--- config.mk ---
export PLATFORM = sky130hd
export DESIGN_NAME = interrupt_controller_flat
export DESIGN_NICKNAME = d
export VERILOG_FILES = /design/src/rtl/irq_pkg.sv /design/src/rtl/interrupt_controller_if.sv /design/src/rtl/irq_line_filter.sv /design/src/rtl/interrupt_controller.sv /design/src/flat_wrapper.sv
export SDC_FILE = /design/constraint.sdc
export NUM_CORES = 1
export LEC_CHECK = 0
export CORE_UTILIZATION = 54
export DETAILED_ROUTE_END_ITERATION = 16
export GPL_TIMING_DRIVEN = 0
export PLACE_DENSITY = 0.8
export SKIP_LAST_GASP = 1
export SYNTH_ARGS = -nofsm -noshare
export SYNTH_HDL_FRONTEND = slang
export SYNTH_HIERARCHICAL = 1
export SYNTH_SLANG_ARGS = --single-unit
--- constraint.sdc ---
create_clock -name clk -period 3.38 [get_ports clk]
set_input_delay 0.676 -clock clk [delete_from_list [all_inputs] [get_ports clk]]
set_output_delay 0.676 -clock clk [all_outputs]
set_load 0.005 [all_outputs]
--- src/rtl/irq_pkg.sv ---
// Shared constants and types for the FPGC4 interrupt controller.
package irq_pkg;

    // Default number of interrupt sources: int1..int4 plus FSX ontile_v.
    localparam int NUM_IRQ_DEFAULT = 5;

    // Width of the presented source index.
    localparam int IRQ_ID_W = 3;

    // Source index assignment on irq_in.
    localparam int IRQ_INT1   = 0;
    localparam int IRQ_INT2   = 1;
    localparam int IRQ_INT3   = 2;
    localparam int IRQ_INT4   = 3;
    localparam int IRQ_ONTILE = 4;

    // Request arbiter states.
    typedef enum logic [1:0] {
        IDLE = 2'd0,
        REQ  = 2'd1,
        GAP  = 2'd2
    } arb_state_e;

endpackage

--- src/rtl/interrupt_controller_if.sv ---
// CPU-side interrupt handshake bundle.
//
// Handshake: the controller raises cpu_int (level) with cpu_int_id stable
// for as long as cpu_int stays high. The CPU answers with a one-cycle
// cpu_ack pulse, which retires exactly the presented request. cpu_int then
// drops for at least one cycle before any next request is raised. cpu_ack
// while cpu_int is low has no effect.
interface interrupt_controller_if;
    import irq_pkg::*;

    logic                cpu_int;
    logic [IRQ_ID_W-1:0] cpu_int_id;
    logic                cpu_ack;

    // Controller side: drives the request, receives the acknowledge.
    modport master (
        output cpu_int,
        output cpu_int_id,
        input  cpu_ack
    );

    // CPU side: receives the request, drives the acknowledge.
    modport slave (
        input  cpu_int,
        input  cpu_int_id,
        output cpu_ack
    );

endinterface

--- src/rtl/irq_line_filter.sv ---
// One interrupt line: synchronizer, glitch counter and single-shot event flag.
module irq_line_filter #(
    parameter int SYNC_STAGES   = 2,
    parameter int GLITCH_CYCLES = 4
) (
    input  logic clk,
    input  logic nreset,
    input  logic irq_i,
    output logic fire_o
);

    localparam int              CNT_W   = $clog2(GLITCH_CYCLES + 1);
    localparam logic [CNT_W-1:0] CNT_MAX = CNT_W'(GLITCH_CYCLES);

    logic [SYNC_STAGES-1:0] sync_q;
    logic                   sync_s;
    logic [CNT_W-1:0]       cnt_q, cnt_d;
    logic                   full_q;
    logic                   fire_q, fire_d;

    assign sync_s = sync_q[SYNC_STAGES-1];

    // Saturating count of consecutive synchronized-high samples; any low sample
    // clears it, which is also what re-arms the line for the next event.
    always_comb begin
        cnt_d = cnt_q;
        if (!sync_s) begin
            cnt_d = '0;
        end else if (cnt_q != CNT_MAX) begin
            cnt_d = cnt_q + 1'b1;
        end
        // Pulse only on the first cycle the counter sits at its ceiling.
        fire_d = (cnt_q == CNT_MAX) && !full_q;
    end

    // Synchronizer chain, counter, ceiling memory and fire flag.
    always_ff @(posedge clk or negedge nreset) begin
        if (!nreset) begin
            sync_q <= '0;
            cnt_q  <= '0;
            full_q <= 1'b0;
            fire_q <= 1'b0;
        end else begin
            sync_q <= {sync_q[SYNC_STAGES-2:0], irq_i};
            cnt_q  <= cnt_d;
            full_q <= (cnt_q == CNT_MAX);
            fire_q <= fire_d;
        end
    end

    assign fire_o = fire_q;

endmodule

--- src/rtl/interrupt_controller.sv ---
// Interrupt controller: per-line filtering, pending latch and a single
// prioritized request to the CPU (lowest index wins).
module interrupt_controller
    import irq_pkg::*;
#(
    parameter int NUM_IRQ       = NUM_IRQ_DEFAULT,
    parameter int SYNC_STAGES   = 2,
    parameter int GLITCH_CYCLES = 4
) (
    input  logic                     clk,
    input  logic                     nreset,
    input  logic [NUM_IRQ-1:0]       irq_in,
    input  logic [NUM_IRQ-1:0]       irq_mask,
    input  logic [NUM_IRQ-1:0]       clear,
    output logic [NUM_IRQ-1:0]       pending,
    output arb_state_e               state_o,
    interrupt_controller_if.master   cpu
);

    logic [NUM_IRQ-1:0]  fire;
    logic [NUM_IRQ-1:0]  pending_q, pending_d;
    logic [NUM_IRQ-1:0]  avail;
    logic [NUM_IRQ-1:0]  ack_clr;
    logic [IRQ_ID_W-1:0] low_id;
    logic [IRQ_ID_W-1:0] id_q, id_d;
    logic                int_q, int_d;
    arb_state_e          state_q, state_d;

    // One filter per source line.
    for (genvar gi = 0; gi < NUM_IRQ; gi++) begin : g_line
        irq_line_filter #(
            .SYNC_STAGES   (SYNC_STAGES),
            .GLITCH_CYCLES (GLITCH_CYCLES)
        ) u_filter (
            .clk    (clk),
            .nreset (nreset),
            .irq_i  (irq_in[gi]),
            .fire_o (fire[gi])
        );
    end

    // Lowest-index enabled pending source.
    always_comb begin
        avail  = pending_q & irq_mask;
        low_id = '0;
        for (int i = NUM_IRQ - 1; i >= 0; i--) begin
            if (avail[i]) begin
                low_id = IRQ_ID_W'(i);
            end
        end
    end

    // Arbiter next state; the presented id is frozen for the whole REQ phase.
    always_comb begin
        state_d = state_q;
        id_d    = id_q;
        ack_clr = '0;
        case (state_q)
            IDLE: begin
                if (|avail) begin
                    id_d    = low_id;
                    state_d = REQ;
                end
            end
            REQ: begin
                if (cpu.cpu_ack) begin
                    state_d = GAP;
                    for (int i = 0; i < NUM_IRQ; i++) begin
                        if (id_q == IRQ_ID_W'(i)) begin
                            ack_clr[i] = 1'b1;
                        end
                    end
                end
            end
            GAP:     state_d = IDLE;
            default: state_d = IDLE;
        endcase
        int_d = (state_d == REQ);
    end

    // Pending update: a fresh accepted event beats any clear in the same cycle.
    always_comb begin
        pending_d = (pending_q & ~(clear | ack_clr)) | (fire & irq_mask);
    end

    // State, request and pending registers.
    always_ff @(posedge clk or negedge nreset) begin
        if (!nreset) begin
            state_q   <= IDLE;
            id_q      <= '0;
            int_q     <= 1'b0;
            pending_q <= '0;
        end else begin
            state_q   <= state_d;
            id_q      <= id_d;
            int_q     <= int_d;
            pending_q <= pending_d;
        end
    end

    assign cpu.cpu_int    = int_q;
    assign cpu.cpu_int_id = id_q;
    assign pending        = pending_q;
    assign state_o        = state_q;

endmodule
--- src/flat_wrapper.sv ---
// flat-port wrapper written by rule: the top's interface ports become plain ports
module interrupt_controller_flat import irq_pkg::*;
#(
    parameter int NUM_IRQ       = NUM_IRQ_DEFAULT,
    parameter int SYNC_STAGES   = 2,
    parameter int GLITCH_CYCLES = 4
)
  (clk, nreset, irq_in, irq_mask, clear, pending, state_o, cpu_cpu_int, cpu_cpu_int_id, cpu_cpu_ack);
  interrupt_controller_if cpu_i ();
  input  logic clk;
  input  logic nreset;
  input  logic [NUM_IRQ-1:0] irq_in;
  input  logic [NUM_IRQ-1:0] irq_mask;
  input  logic [NUM_IRQ-1:0] clear;
  output logic [NUM_IRQ-1:0] pending;
  output arb_state_e state_o;
  output wire logic [$bits(cpu_i.cpu_int)-1:0] cpu_cpu_int;
  output wire logic [$bits(cpu_i.cpu_int_id)-1:0] cpu_cpu_int_id;
  input wire logic [$bits(cpu_i.cpu_ack)-1:0] cpu_cpu_ack;
  assign cpu_cpu_int = cpu_i.cpu_int;
  assign cpu_cpu_int_id = cpu_i.cpu_int_id;
  assign cpu_i.cpu_ack = cpu_cpu_ack;
  interrupt_controller #(.NUM_IRQ(NUM_IRQ), .SYNC_STAGES(SYNC_STAGES), .GLITCH_CYCLES(GLITCH_CYCLES)) u_core (.clk(clk), .nreset(nreset), .irq_in(irq_in), .irq_mask(irq_mask), .clear(clear), .pending(pending), .state_o(state_o), .cpu(cpu_i));
endmodule
# Yosys cells after proc, flatten, opt, wreduce, memory -nomap -nowiden

Index checks and enable logic that the tools add are counted.

Register bits after elaboration: 46
Output and inout port bits: 11
Logic and storage cells: 95

Add/subtract/negate cells: 5
Eq/ne operators: 21
Muxes and demuxes: 25
Bitwise gates (word level): 6
Reduce and logical (&&, ||, !) cells: 14

Operator list:

| kind                  | number |
|---|---|
| $mux W3               | 15 |
| $eq A3 B3 Y1 const B  | 6 |
| $add A3 B1 Y3 const B | 5 |
| $and A5 B5 Y5         | 3 |
| $ne A3 B3 Y1 const B  | 5 |
| $mux W5               | 2 |
| $ne A2 B1 Y1 const B  | 5 |
| $or A5 B5 Y5          | 2 |
| $eq A3 B2 Y1 const B  | 2 |
| $logic_and A1 B1 Y1   | 5 |
| $logic_not A1 Y1      | 5 |
| $mux W1               | 5 |
| $not A5 Y5            | 1 |
| $reduce_or A5 Y1      | 1 |
| $eq A2 B1 Y1 const B  | 2 |
| $mux W2               | 2 |
| $pmux W2 S2           | 1 |
| $eq A3 B1 Y1 const B  | 1 |
| $logic_not A3 Y1      | 1 |
| $logic_not A2 Y1      | 1 |
| $reduce_and A2 Y1     | 1 |

# Logic depth before layout (Yosys ltp)

Gate-level depths: netlist (run 1).

Depth after elaboration: 8
Mapped depth: 4
Mapped depth without buffers: 4

# By module

Netlist (run 1), hierarchy kept.

Modules (own cells, without submodules):

| module               | times used | cells each | area an instance (um2) |
|---|---|---|---|
| irq_line_filter      | 5          | 22         | 271.5 |
| interrupt_controller | 1          | 52         | 524.3 |

# Worst setup path after synthesis (run 1)

No wires, ideal clock.

Path kind: input -> register
Start point: input port irq_mask[0]
End point: register u_core.int_q, in the netlist u_core/cpu.cpu_int
Library setup time: 0.119 ns
Arrival time: 1.269 ns
Slack: 1.992 ns
Stages on the path: 3
Path buffers: 0
Cell sequence: a22oi_1 > nand3_1 > o21a_1

Cells in the longest elaborated chain, start to end: 5

RTL lines:

| element                | line                       | source |
|---|---|---|
| start, declared        | flat_wrapper.sv:13         | `input logic [NUM_IRQ-1:0] irq_mask;` |
| $and A5 B5 Y5          | interrupt_controller.sv:44 | `avail = pending_q & irq_mask;` |
| $reduce_or A5 Y1       | interrupt_controller.sv:60 | `if (\|avail) begin` |
| $mux W2                | interrupt_controller.sv:60 |  |
| $pmux W2 S2            | interrupt_controller.sv:58 | `case (state_q)` |
| $eq A2 B1 Y1           | interrupt_controller.sv:78 | `int_d = (state_d == REQ);` |
| named net u_core.int_d | interrupt_controller.sv:26 | `logic int_q, int_d;` |
| end signal, assigned   | interrupt_controller.sv:96 | `int_q <= int_d;` |
| end, declared          | interrupt_controller.sv:26 |  |

The timed path passes the listed nets, and every way through them passes these cells.
A chain may end at the register's enable or synchronous reset.

# Worst setup path in the final report (run 1)

Start point: register u_core.state_q[0], in the netlist u_core/state_o[0]
End point: output port state_o[0]

RTL lines:

| element                | line                       | source |
|---|---|---|
| start, declared        | interrupt_controller.sv:27 | `arb_state_e state_q, state_d;` |
| start signal, assigned | interrupt_controller.sv:94 | `state_q <= state_d;` |
| end, declared          | flat_wrapper.sv:16         | `output arb_state_e state_o;` |

No word-level cell between the ends.

==> results of run 1 <==
## metal layers
layer / vias to the layer above / track usage
met5: - / 0
met4: 0 / 0.0812
met3: 9 / 0.0798
met2: 52 / 0.312
met1: 648 / 0.241
li1: 638 / -
## sequential cells by signal (all words and copies together), names as in the netlist
signal and count:
u_core/cpu.cpu_int 1, u_core/cpu.cpu_int_id 3, u_core/g_line.u_filter/cnt_q 15, u_core/g_line.u_filter/fire_o 5, u_core/g_line.u_filter/full_q 5, u_core/g_line.u_filter/sync_q 10
u_core/pending 5, u_core/state_o 2
## worst reg2reg max path, delay by kind of cell (launching register included)
family,cells,cell delay (ns)
AOI/OAI and AO/OA,2,0.60
and+or+nand+nor,1,0.16
DFF,1,0.43
## worst max-delay path by stage
stage          slack, ns                            endpoint
2_1_floorplan       1.99                  u_core/cpu.cpu_int
3_3_place_gp        0.50  u_core/g_line[0].u_filter/cnt_q[2]
3_5_place_dp        1.38                  u_core/cpu.cpu_int
4_1_cts             1.32                          state_o[0]
5_1_grt             1.24                          state_o[0]
6_report            1.34                          state_o[0]
## cell usage in the layout (no fill, tap or decap), types with 2 or more instances in the layout
cell type,synthesis,routed
sky130_fd_sc_hd__nor2_1,2,2
sky130_fd_sc_hd__a22oi_1,2,2
sky130_fd_sc_hd__nand3_1,4,4
sky130_fd_sc_hd__clkdlybuf4s50_1,0,27
sky130_fd_sc_hd__dfrtp_1,46,46
sky130_fd_sc_hd__o21ai_0,16,16
sky130_fd_sc_hd__clkinvlp_4,0,2
sky130_fd_sc_hd__and2b_1,5,5
sky130_fd_sc_hd__a21oi_1,2,2
sky130_fd_sc_hd__o21a_1,2,2
sky130_fd_sc_hd__nand2_1,12,12
sky130_fd_sc_hd__clkbuf_4,0,5
sky130_fd_sc_hd__nand2b_1,5,5
sky130_fd_sc_hd__and2_4,5,5
sky130_fd_sc_hd__a32o_1,5,5
sky130_fd_sc_hd__inv_1,22,22
sky130_fd_sc_hd__nand4_1,10,10
sky130_fd_sc_hd__a31oi_1,6,6
sky130_fd_sc_hd__ha_1,10,10
## cells by family after synthesis
group	after synthesis	synth area share
AND/OR/NAND/NOR	47	0.151
buffers and inverters	22	0.0439
flip-flops	46	0.612
adder cells (fa/ha/maj)	10	0.0665
AO/OA/AOI/OAI	37	0.127
## cell type report
type	instances	area, µm²
Tap cell	46	57.6
Sequential cell	46	1150
Timing Repair Buffer	29	295
Inverter	22	82.6
Clock inverter	3	45.0
Multi-Input combinational cell	94	648
Clock buffer	5	37.5
Fill cell	248	1020
## metrics by stage
step	hold slack, ns	setup WS (ns)	std cells	total power [W]	cell area (µm²)
5_1_grt	0.0702	1.24	245	0.00136	2320
3_5_place_dp	0.335	1.38	237	0.000955	2230
6_report	0.106	1.34	245	0.00127	2320
4_1_cts	0.0929	1.32	245	0.00128	2320
2_1_floorplan	0.331	1.99	162	0.000815	1880
3_3_place_gp	0.333	0.505	236	0.000931	2220
## power by group through the flow
stage                     Combinational (W)  Sequential, W  Clock (W)
after global routing               0.000295       0.000693   0.000367
after detailed placement           0.000263       0.000692          0
final                              0.000263       0.000682   0.000327
after CTS                          0.000264       0.000681   0.000337
after floorplan                    0.000134       0.000681          0
after global placement             0.000246       0.000685          0
==> impl_metrics.prom, run 1 <==
# TYPE chip_impl_metric gauge
chip_impl_info{name="outcome",value="completed"} 1
chip_impl_info{name="rsz0062_at_grt",value="no"} 1
chip_impl_metric{name="grt_first_pass_wirelength",unit="mm"} 5.18
chip_impl_metric{name="rr_worst_depth",unit=""} 3
chip_impl_metric{name="wire_per_inst",unit="µm"} 13.0
chip_impl_metric{name="clock_latency",unit="ns"} 0.36
chip_impl_metric{name="met3WireLength",unit="µm"} 224
chip_impl_metric{name="std_cell_core_area",unit="mm²"} 0.00334
chip_impl_metric{name="finalCoreUtilization",unit=""} 0.694
chip_impl_metric{name="switching_power",unit="W"} 0.000354
chip_impl_metric{name="cts_inserted_buffers",unit=""} 5
chip_impl_metric{name="leakage_power_total",unit="nW"} 1.10
chip_impl_metric{name="timing.critical_path.depth",unit=""} 1
chip_impl_metric{name="worst-path-max-fanout",unit=""} 8
chip_impl_metric{name="wl_met1",unit="mm"} 1.40
chip_impl_metric{name="vias_after_detailed_routing",unit=""} 1347
chip_impl_metric{name="r2r_slack",unit="ns"} 2.09
chip_impl_metric{name="flop_pwr_share",unit=""} 0.536
chip_impl_metric{name="floorplan.die_area",unit="mm²"} 0.00372
chip_impl_metric{name="floorplan.initialDensity",unit=""} 0.564
chip_impl_info{name="ys_dominant_reg_cell",value="sky130_fd_sc_hd__dfrtp_1"} 1
chip_impl_info{name="cp_slowest_cell",value="sky130_fd_sc_hd__clkdlybuf4s50_1"} 1
chip_impl_info{name="clock-root-buffer",value="sky130_fd_sc_hd__clkbuf_4"} 1
chip_impl_metric{name="chipWidth",unit="µm"} 61.0
chip_impl_metric{name="nets",unit=""} 226
chip_impl_metric{name="finalCritPeriodShare",unit=""} 0.604
chip_impl_metric{name="cts-hold-fix-buffers",unit=""} 0
chip_impl_metric{name="firstDrtPassIters",unit=""} 5
chip_impl_metric{name="postCtsSetupBuffers",unit=""} 0
chip_impl_metric{name="post_route_cells_drive_above_1_share",unit=""} 0.0804
chip_impl_metric{name="max_ir_drop_vdd",unit="µV"} 427
chip_impl_metric{name="max_clock_freq",unit="MHz"} 490
chip_impl_metric{name="totalNegativeSetupSlack",unit="ns"} 0
chip_impl_metric{name="timing.max_cap.violations",unit=""} 0
chip_impl_metric{name="remaining_drcs",unit=""} 0
chip_impl_metric{name="ys_warn_count",unit=""} 6
chip_impl_metric{name="synth_edf_count",unit=""} 0
chip_impl_metric{name="post_cts.resized_instances",unit=""} 0
chip_impl_metric{name="worstMarginPinSlew",unit="ns"} 0.449
chip_impl_info{name="synth_commonest_cells",value="sky130_fd_sc_hd__dfrtp_1, sky130_fd_sc_hd__inv_1, sky130_fd_sc_hd__o21ai_0"} 1
chip_impl_info{name="setup.worst_path.start",value="u_core/state_o[0]"} 1
chip_impl_metric{name="cts.htree.levels",unit=""} 2
chip_impl_info{name="critical_path.reg2reg.endpoint",value="u_core/cpu.cpu_int"} 1
chip_impl_metric{name="clockPowerShare",unit=""} 0.257
chip_impl_info{name="critPathLaunchType",value="register"} 1
chip_impl_metric{name="max_stage_delay",unit="ns"} 0.54
chip_impl_metric{name="cts-root-to-sink-buffers",unit=""} 2
chip_impl_metric{name="arrival",unit="ns"} 1.37
chip_impl_metric{name="timing_max_transition_violations_final",unit=""} 0
chip_impl_metric{name="postRouteWirelength",unit="mm"} 3.19
chip_impl_metric{name="global_route.overflow_total",unit=""} 0
chip_impl_metric{name="clk_transition_reported_paths",unit="ns"} 0.12
chip_impl_info{name="ranking_of_synthesized_cells_by_area",value="sky130_fd_sc_hd__dfrtp_1, sky130_fd_sc_hd__ha_1, sky130_fd_sc_hd__inv_1"} 1
chip_impl_metric{name="pwr-share-comb",unit=""} 0.207
chip_impl_metric{name="report.final.setup_viol",unit=""} 0
chip_impl_metric{name="layout_min_cycle_time",unit="ns"} 2.04
chip_impl_metric{name="timing_hold_violations_final",unit=""} 0
chip_impl_metric{name="postSynthNetCount",unit=""} 190
chip_impl_metric{name="die-height",unit="µm"} 61.0
chip_impl_metric{name="synth_seq_area_share",unit=""} 0.612
chip_impl_metric{name="place.detailed.hpwl",unit="mm"} 2.33
chip_impl_info{name="cts_tree",value="built"} 1
chip_impl_metric{name="post_syn_instances",unit=""} 162
chip_impl_info{name="hold_path.class",value="in -> async"} 1
chip_impl_metric{name="internal_power",unit="W"} 0.000918
chip_impl_info{name="timing.critical_path.cells",value="clkdlybuf4s50_1"} 1
chip_impl_info{name="end_kind",value="primary output"} 1
chip_impl_metric{name="post_synth_num_cell_types",unit=""} 24
chip_impl_metric{name="first_global_vias",unit=""} 1200
chip_impl_metric{name="synth_top_cell_area_share",unit=""} 0.612
chip_impl_metric{name="grt_max_degree",unit=""} 44
chip_impl_metric{name="timing.slew.headroom",unit=""} 0.701
chip_impl_metric{name="vias_per_cell",unit=""} 5.50
chip_impl_metric{name="synth.avg_cell_area",unit="µm²"} 11.6
chip_impl_metric{name="cts.sinks",unit=""} 46
chip_impl_metric{name="critPathBufInv",unit=""} 1
chip_impl_metric{name="finalWeightedCongestion",unit=""} 0.846
chip_impl_metric{name="met2_wirelength",unit="mm"} 1.51
chip_impl_info{name="synth_area_leader_cell",value="sky130_fd_sc_hd__dfrtp_1"} 1
chip_impl_metric{name="syn-cell-area",unit="mm²"} 0.00188
chip_impl_metric{name="portBuffers",unit=""} 28
chip_impl_metric{name="antenna_left",unit=""} 0
chip_impl_metric{name="synth_seq_cells",unit=""} 46
chip_impl_metric{name="p_sw_frac",unit=""} 0.278
chip_impl_metric{name="grt_util_all_layers",unit=""} 0.197
chip_impl_metric{name="worst_ep_required_time",unit="ns"} 2.70
chip_impl_info{name="criticalPathCategory",value="reg -> out"} 1
chip_impl_info{name="yosys.cell_count.top_type",value="sky130_fd_sc_hd__dfrtp_1"} 1
chip_impl_metric{name="ffs_w_async_s_r_synth",unit=""} 1.00
chip_impl_metric{name="drtIter0Drc",unit=""} 91
chip_impl_metric{name="grt_antenna_before_repair",unit=""} 0
chip_impl_metric{name="row_count",unit=""} 21
chip_impl_metric{name="fin_worst_skew",unit="ns"} 0.00734
chip_impl_metric{name="top_level_ports",unit=""} 29
chip_impl_info{name="critPathTopFamily",value="buffers and inverters"} 1
chip_impl_metric{name="synthToLayoutAreaGrowth",unit="%"} 23.1
chip_impl_metric{name="ant_cells",unit=""} 0
chip_impl_metric{name="power_density",unit="mW/mm²"} 549
chip_impl_info{name="worstReg2RegStart",value="u_core/pending[0]"} 1
chip_impl_info{name="top_layer",value="met4"} 1
Note: power is estimated with default switching activity, not from simulation.
==> run 2: changes to the inputs <==
--- a/config.mk
+++ b/config.mk
@@ -5,10 +5,10 @@
 export SDC_FILE = /design/constraint.sdc
 export NUM_CORES = 1
 export LEC_CHECK = 0
-export CORE_UTILIZATION = 54
+export CORE_UTILIZATION = 47
 export DETAILED_ROUTE_END_ITERATION = 16
 export GPL_TIMING_DRIVEN = 0
-export PLACE_DENSITY = 0.8
+export PLACE_DENSITY = 0.74
 export SKIP_LAST_GASP = 1
 export SYNTH_ARGS = -nofsm -noshare
 export SYNTH_HDL_FRONTEND = slang
==> constraint.sdc (replaced) <==
create_clock -name clk -period 1.75 [get_ports clk]
set_input_delay 0.35 -clock clk [delete_from_list [all_inputs] [get_ports clk]]
set_output_delay 0.35 -clock clk [all_outputs]
set_load 0.005 [all_outputs]
==> impl_metrics.prom, run 2 (synthesized netlist as in run 1, its figures left out) <==
# TYPE chip_impl_metric gauge
chip_impl_metric{name="total_area_of_multi_input_combinational_cells",unit="µm²"} 648
chip_impl_metric{name="worstMarginPinSlew",unit="ns"} 0.383
chip_impl_metric{name="fillCellCount",unit=""} 317
chip_impl_metric{name="grt_util_all_layers",unit=""} 0.188
chip_impl_metric{name="cts.htree.levels",unit=""} 2
chip_impl_metric{name="power_density",unit="mW/mm²"} 1050
chip_impl_metric{name="met2_wirelength",unit="mm"} 1.84
chip_impl_metric{name="nets",unit=""} 227
chip_impl_metric{name="report.final.setup_viol",unit=""} 0
chip_impl_info{name="critical_path.reg2reg.endpoint",value="u_core/pending[4]"} 1
chip_impl_info{name="timing.hold.worst.start",value="u_core/g_line[2].u_filter/sync_q[0]"} 1
chip_impl_metric{name="pwr-share-comb",unit=""} 0.211
chip_impl_metric{name="switching_power",unit="W"} 0.000666
chip_impl_info{name="end_kind",value="primary output"} 1
chip_impl_metric{name="place.detailed.hpwl",unit="mm"} 2.59
chip_impl_info{name="register_with_the_highest_flop_count",value="u_core/g_line.u_filter/cnt_q"} 1
chip_impl_metric{name="finalWeightedCongestion",unit=""} 0.760
chip_impl_info{name="mostFrequentLayoutCells",value="sky130_fd_sc_hd__dfrtp_1, sky130_fd_sc_hd__clkdlybuf4s50_1, sky130_fd_sc_hd__inv_1"} 1
chip_impl_info{name="timing.critical_path.to",value="state_o[0]"} 1
chip_impl_info{name="setup.worst_path.start",value="u_core/state_o[0]"} 1
chip_impl_metric{name="flop_pwr_share",unit=""} 0.540
chip_impl_metric{name="arrival",unit="ns"} 1.28
chip_impl_metric{name="clock_latency",unit="ns"} 0.28
chip_impl_metric{name="worst_ep_required_time",unit="ns"} 1.40
chip_impl_metric{name="worst-path-max-fanout",unit=""} 8
chip_impl_info{name="cts_tree",value="built"} 1
chip_impl_info{name="outcome",value="completed"} 1
chip_impl_metric{name="remaining_drcs",unit=""} 0
chip_impl_metric{name="wire_per_inst",unit="µm"} 14.2
chip_impl_metric{name="timing.slew.headroom",unit=""} 0.745
chip_impl_metric{name="synthToLayoutAreaGrowth",unit="%"} 23.8
chip_impl_metric{name="setup_ws",unit="ns"} 0.116
chip_impl_metric{name="vias_per_cell",unit=""} 5.39
chip_impl_metric{name="fin_worst_skew",unit="ns"} 0.00167
chip_impl_metric{name="die-height",unit="µm"} 65.3
chip_impl_metric{name="first_global_vias",unit=""} 1358
chip_impl_metric{name="timing.critical_path.depth",unit=""} 1
chip_impl_metric{name="p_sw_frac",unit=""} 0.272
chip_impl_metric{name="postRouteWirelength",unit="mm"} 3.48
chip_impl_info{name="critPathTopFamily",value="buffers and inverters"} 1
chip_impl_info{name="reg.largest.list",value="u_core/g_line.u_filter/cnt_q: 15 flops, u_core/g_line.u_filter/sync_q: 10 flops"} 1
chip_impl_metric{name="std_cell_core_area",unit="mm²"} 0.00374
chip_impl_metric{name="sequential_cell_area_in_the_final_layout",unit="mm²"} 0.00115
chip_impl_metric{name="top_level_ports",unit=""} 29
chip_impl_info{name="criticalPathCategory",value="reg -> out"} 1
chip_impl_metric{name="timing.max_cap.violations",unit=""} 0
chip_impl_info{name="timing.critical_path.cells",value="clkdlybuf4s50_1"} 1
chip_impl_metric{name="floorplan.initialDensity",unit=""} 0.503
chip_impl_metric{name="clk_transition_reported_paths",unit="ns"} 0.07
chip_impl_metric{name="cts_inserted_buffers",unit=""} 5
chip_impl_info{name="clock-root-buffer",value="sky130_fd_sc_hd__clkbuf_8"} 1
chip_impl_metric{name="max_ir_drop_vdd",unit="µV"} 640
chip_impl_metric{name="chipWidth",unit="µm"} 65.3
chip_impl_info{name="cp_slowest_cell",value="sky130_fd_sc_hd__clkdlybuf4s50_1"} 1
chip_impl_metric{name="totalNegativeSetupSlack",unit="ns"} 0
chip_impl_metric{name="vias_after_detailed_routing",unit=""} 1326
chip_impl_metric{name="r2r_slack",unit="ns"} 0.47
chip_impl_metric{name="rr_worst_depth",unit=""} 3
chip_impl_metric{name="internal_power",unit="W"} 0.00178
chip_impl_metric{name="max_clock_freq",unit="MHz"} 612
chip_impl_metric{name="ant_cells",unit=""} 0
chip_impl_metric{name="grt_first_pass_wirelength",unit="mm"} 5.97
chip_impl_metric{name="drtIter0Drc",unit=""} 77
chip_impl_metric{name="max_stage_delay",unit="ns"} 0.54
chip_impl_metric{name="timing_max_transition_violations_final",unit=""} 0
chip_impl_info{name="layout.cells.most_common",value="sky130_fd_sc_hd__dfrtp_1"} 1
chip_impl_metric{name="floorplan.die_area",unit="mm²"} 0.00426
chip_impl_info{name="hold_path.class",value="reg -> reg"} 1
chip_impl_metric{name="cts.sinks",unit=""} 46
chip_impl_metric{name="row_count",unit=""} 22
chip_impl_metric{name="critPathBufInv",unit=""} 1
chip_impl_metric{name="layout_min_cycle_time",unit="ns"} 1.63
chip_impl_metric{name="post_cts.resized_instances",unit=""} 0
chip_impl_metric{name="post_route_cells_drive_above_1_share",unit=""} 0.0707
chip_impl_metric{name="cts-root-to-sink-buffers",unit=""} 2
chip_impl_metric{name="largest_reg_flops",unit=""} 15
chip_impl_info{name="critPathLaunchType",value="register"} 1
chip_impl_metric{name="met3WireLength",unit="µm"} 163
chip_impl_metric{name="grt_antenna_before_repair",unit=""} 0
chip_impl_metric{name="global_route.overflow_total",unit=""} 0
chip_impl_metric{name="wl_met1",unit="mm"} 1.42
chip_impl_metric{name="leakage_power_total",unit="nW"} 1.11
chip_impl_info{name="worstReg2RegStart",value="u_core/cpu.cpu_int_id[0]"} 1
chip_impl_metric{name="post-place-ws",unit="ns"} 0.0706
chip_impl_metric{name="clockPowerShare",unit=""} 0.248
chip_impl_metric{name="timing_hold_violations_final",unit=""} 0
chip_impl_metric{name="finalCritPeriodShare",unit=""} 0.934
chip_impl_metric{name="antenna_left",unit=""} 0
chip_impl_info{name="rsz0062_at_grt",value="no"} 1
chip_impl_metric{name="firstDrtPassIters",unit=""} 4
chip_impl_metric{name="portBuffers",unit=""} 28
chip_impl_metric{name="grt_max_degree",unit=""} 38
chip_impl_info{name="top_layer",value="met4"} 1
==> run 2: changes by cell type in the layout (fill, tap and decap cells not counted), sizes merged <==
cell	change
bufinv	-1
clkbuf	+1
clkinvlp	-2
dlygate4sd3	+1
==> run 2: power by group through the flow <==
| stage | clock (W) | sequential (W) | combinational, W |
|---|---|---|---|
| after floorplan | 0 | 0.00132 | 0.000259 |
| after global placement | 0 | 0.00133 | 0.000480 |
| after detailed placement | 0 | 0.00134 | 0.000518 |
| after CTS | 0.000632 | 0.00132 | 0.000523 |
| after global routing | 0.000687 | 0.00134 | 0.000570 |
| final | 0.000608 | 0.00132 | 0.000517 |
==> run 2: how the worst min path moves through the flow <==
stage / endpoint / slack (ns) / depth (start not counted)
after global routing: u_core/g_line[3].u_filter/sync_q[1] / 0.37 / 0
final: u_core/g_line[2].u_filter/sync_q[1] / 0.36 / 0
after detailed placement: u_core/g_line[0].u_filter/cnt_q[1] / 0.24 / 1
after global placement: u_core/g_line[4].u_filter/sync_q[1] / 0.33 / 0
after floorplan: u_core/cpu.cpu_int / 0.05 / 0
after CTS: u_core/g_line[3].u_filter/sync_q[1] / 0.36 / 0
==> run 2: metal layers <==
metal	up-vias	track usage
met5	-	0
met4	0	0.0734
met3	4	0.0503
met2	33	0.336
met1	656	0.210
li1	633	-
==> run 2: what timing repair did <==
item | 4_1_cts | 5_1_grt
endpoints found under the setup margin | 0 | 0
hold buffers | 1 | 0
hold endpoints to repair | 9 | 0
buffers inserted | 0 | 0
==> run 2: final cells by class <==
| class | instances | area share |
|---|---|---|
| inverters | 22 | 0.0354 |
| clock buffers | 6 | 0.0354 |
| well taps | 48 | 0.0258 |
| multi-input cells | 94 | 0.278 |
| flip-flops and latches | 46 | 0.494 |
| repair buffers | 30 | 0.131 |
==> run 2: stage by stage <==
step | instance area (µm²) | hold WS, ns | util | power (W) | instances
6_report | 2330 | 0.358 | 0.622 | 0.00245 | 246
5_1_grt | 2330 | 0.366 | 0.622 | 0.00260 | 246
4_1_cts | 2330 | 0.362 | 0.622 | 0.00248 | 246
3_5_place_dp | 2240 | 0.236 | 0.598 | 0.00186 | 239
3_3_place_gp | 2220 | 0.332 | 0.594 | 0.00181 | 238
2_1_floorplan | 1880 | 0.0544 | - | 0.00157 | 162
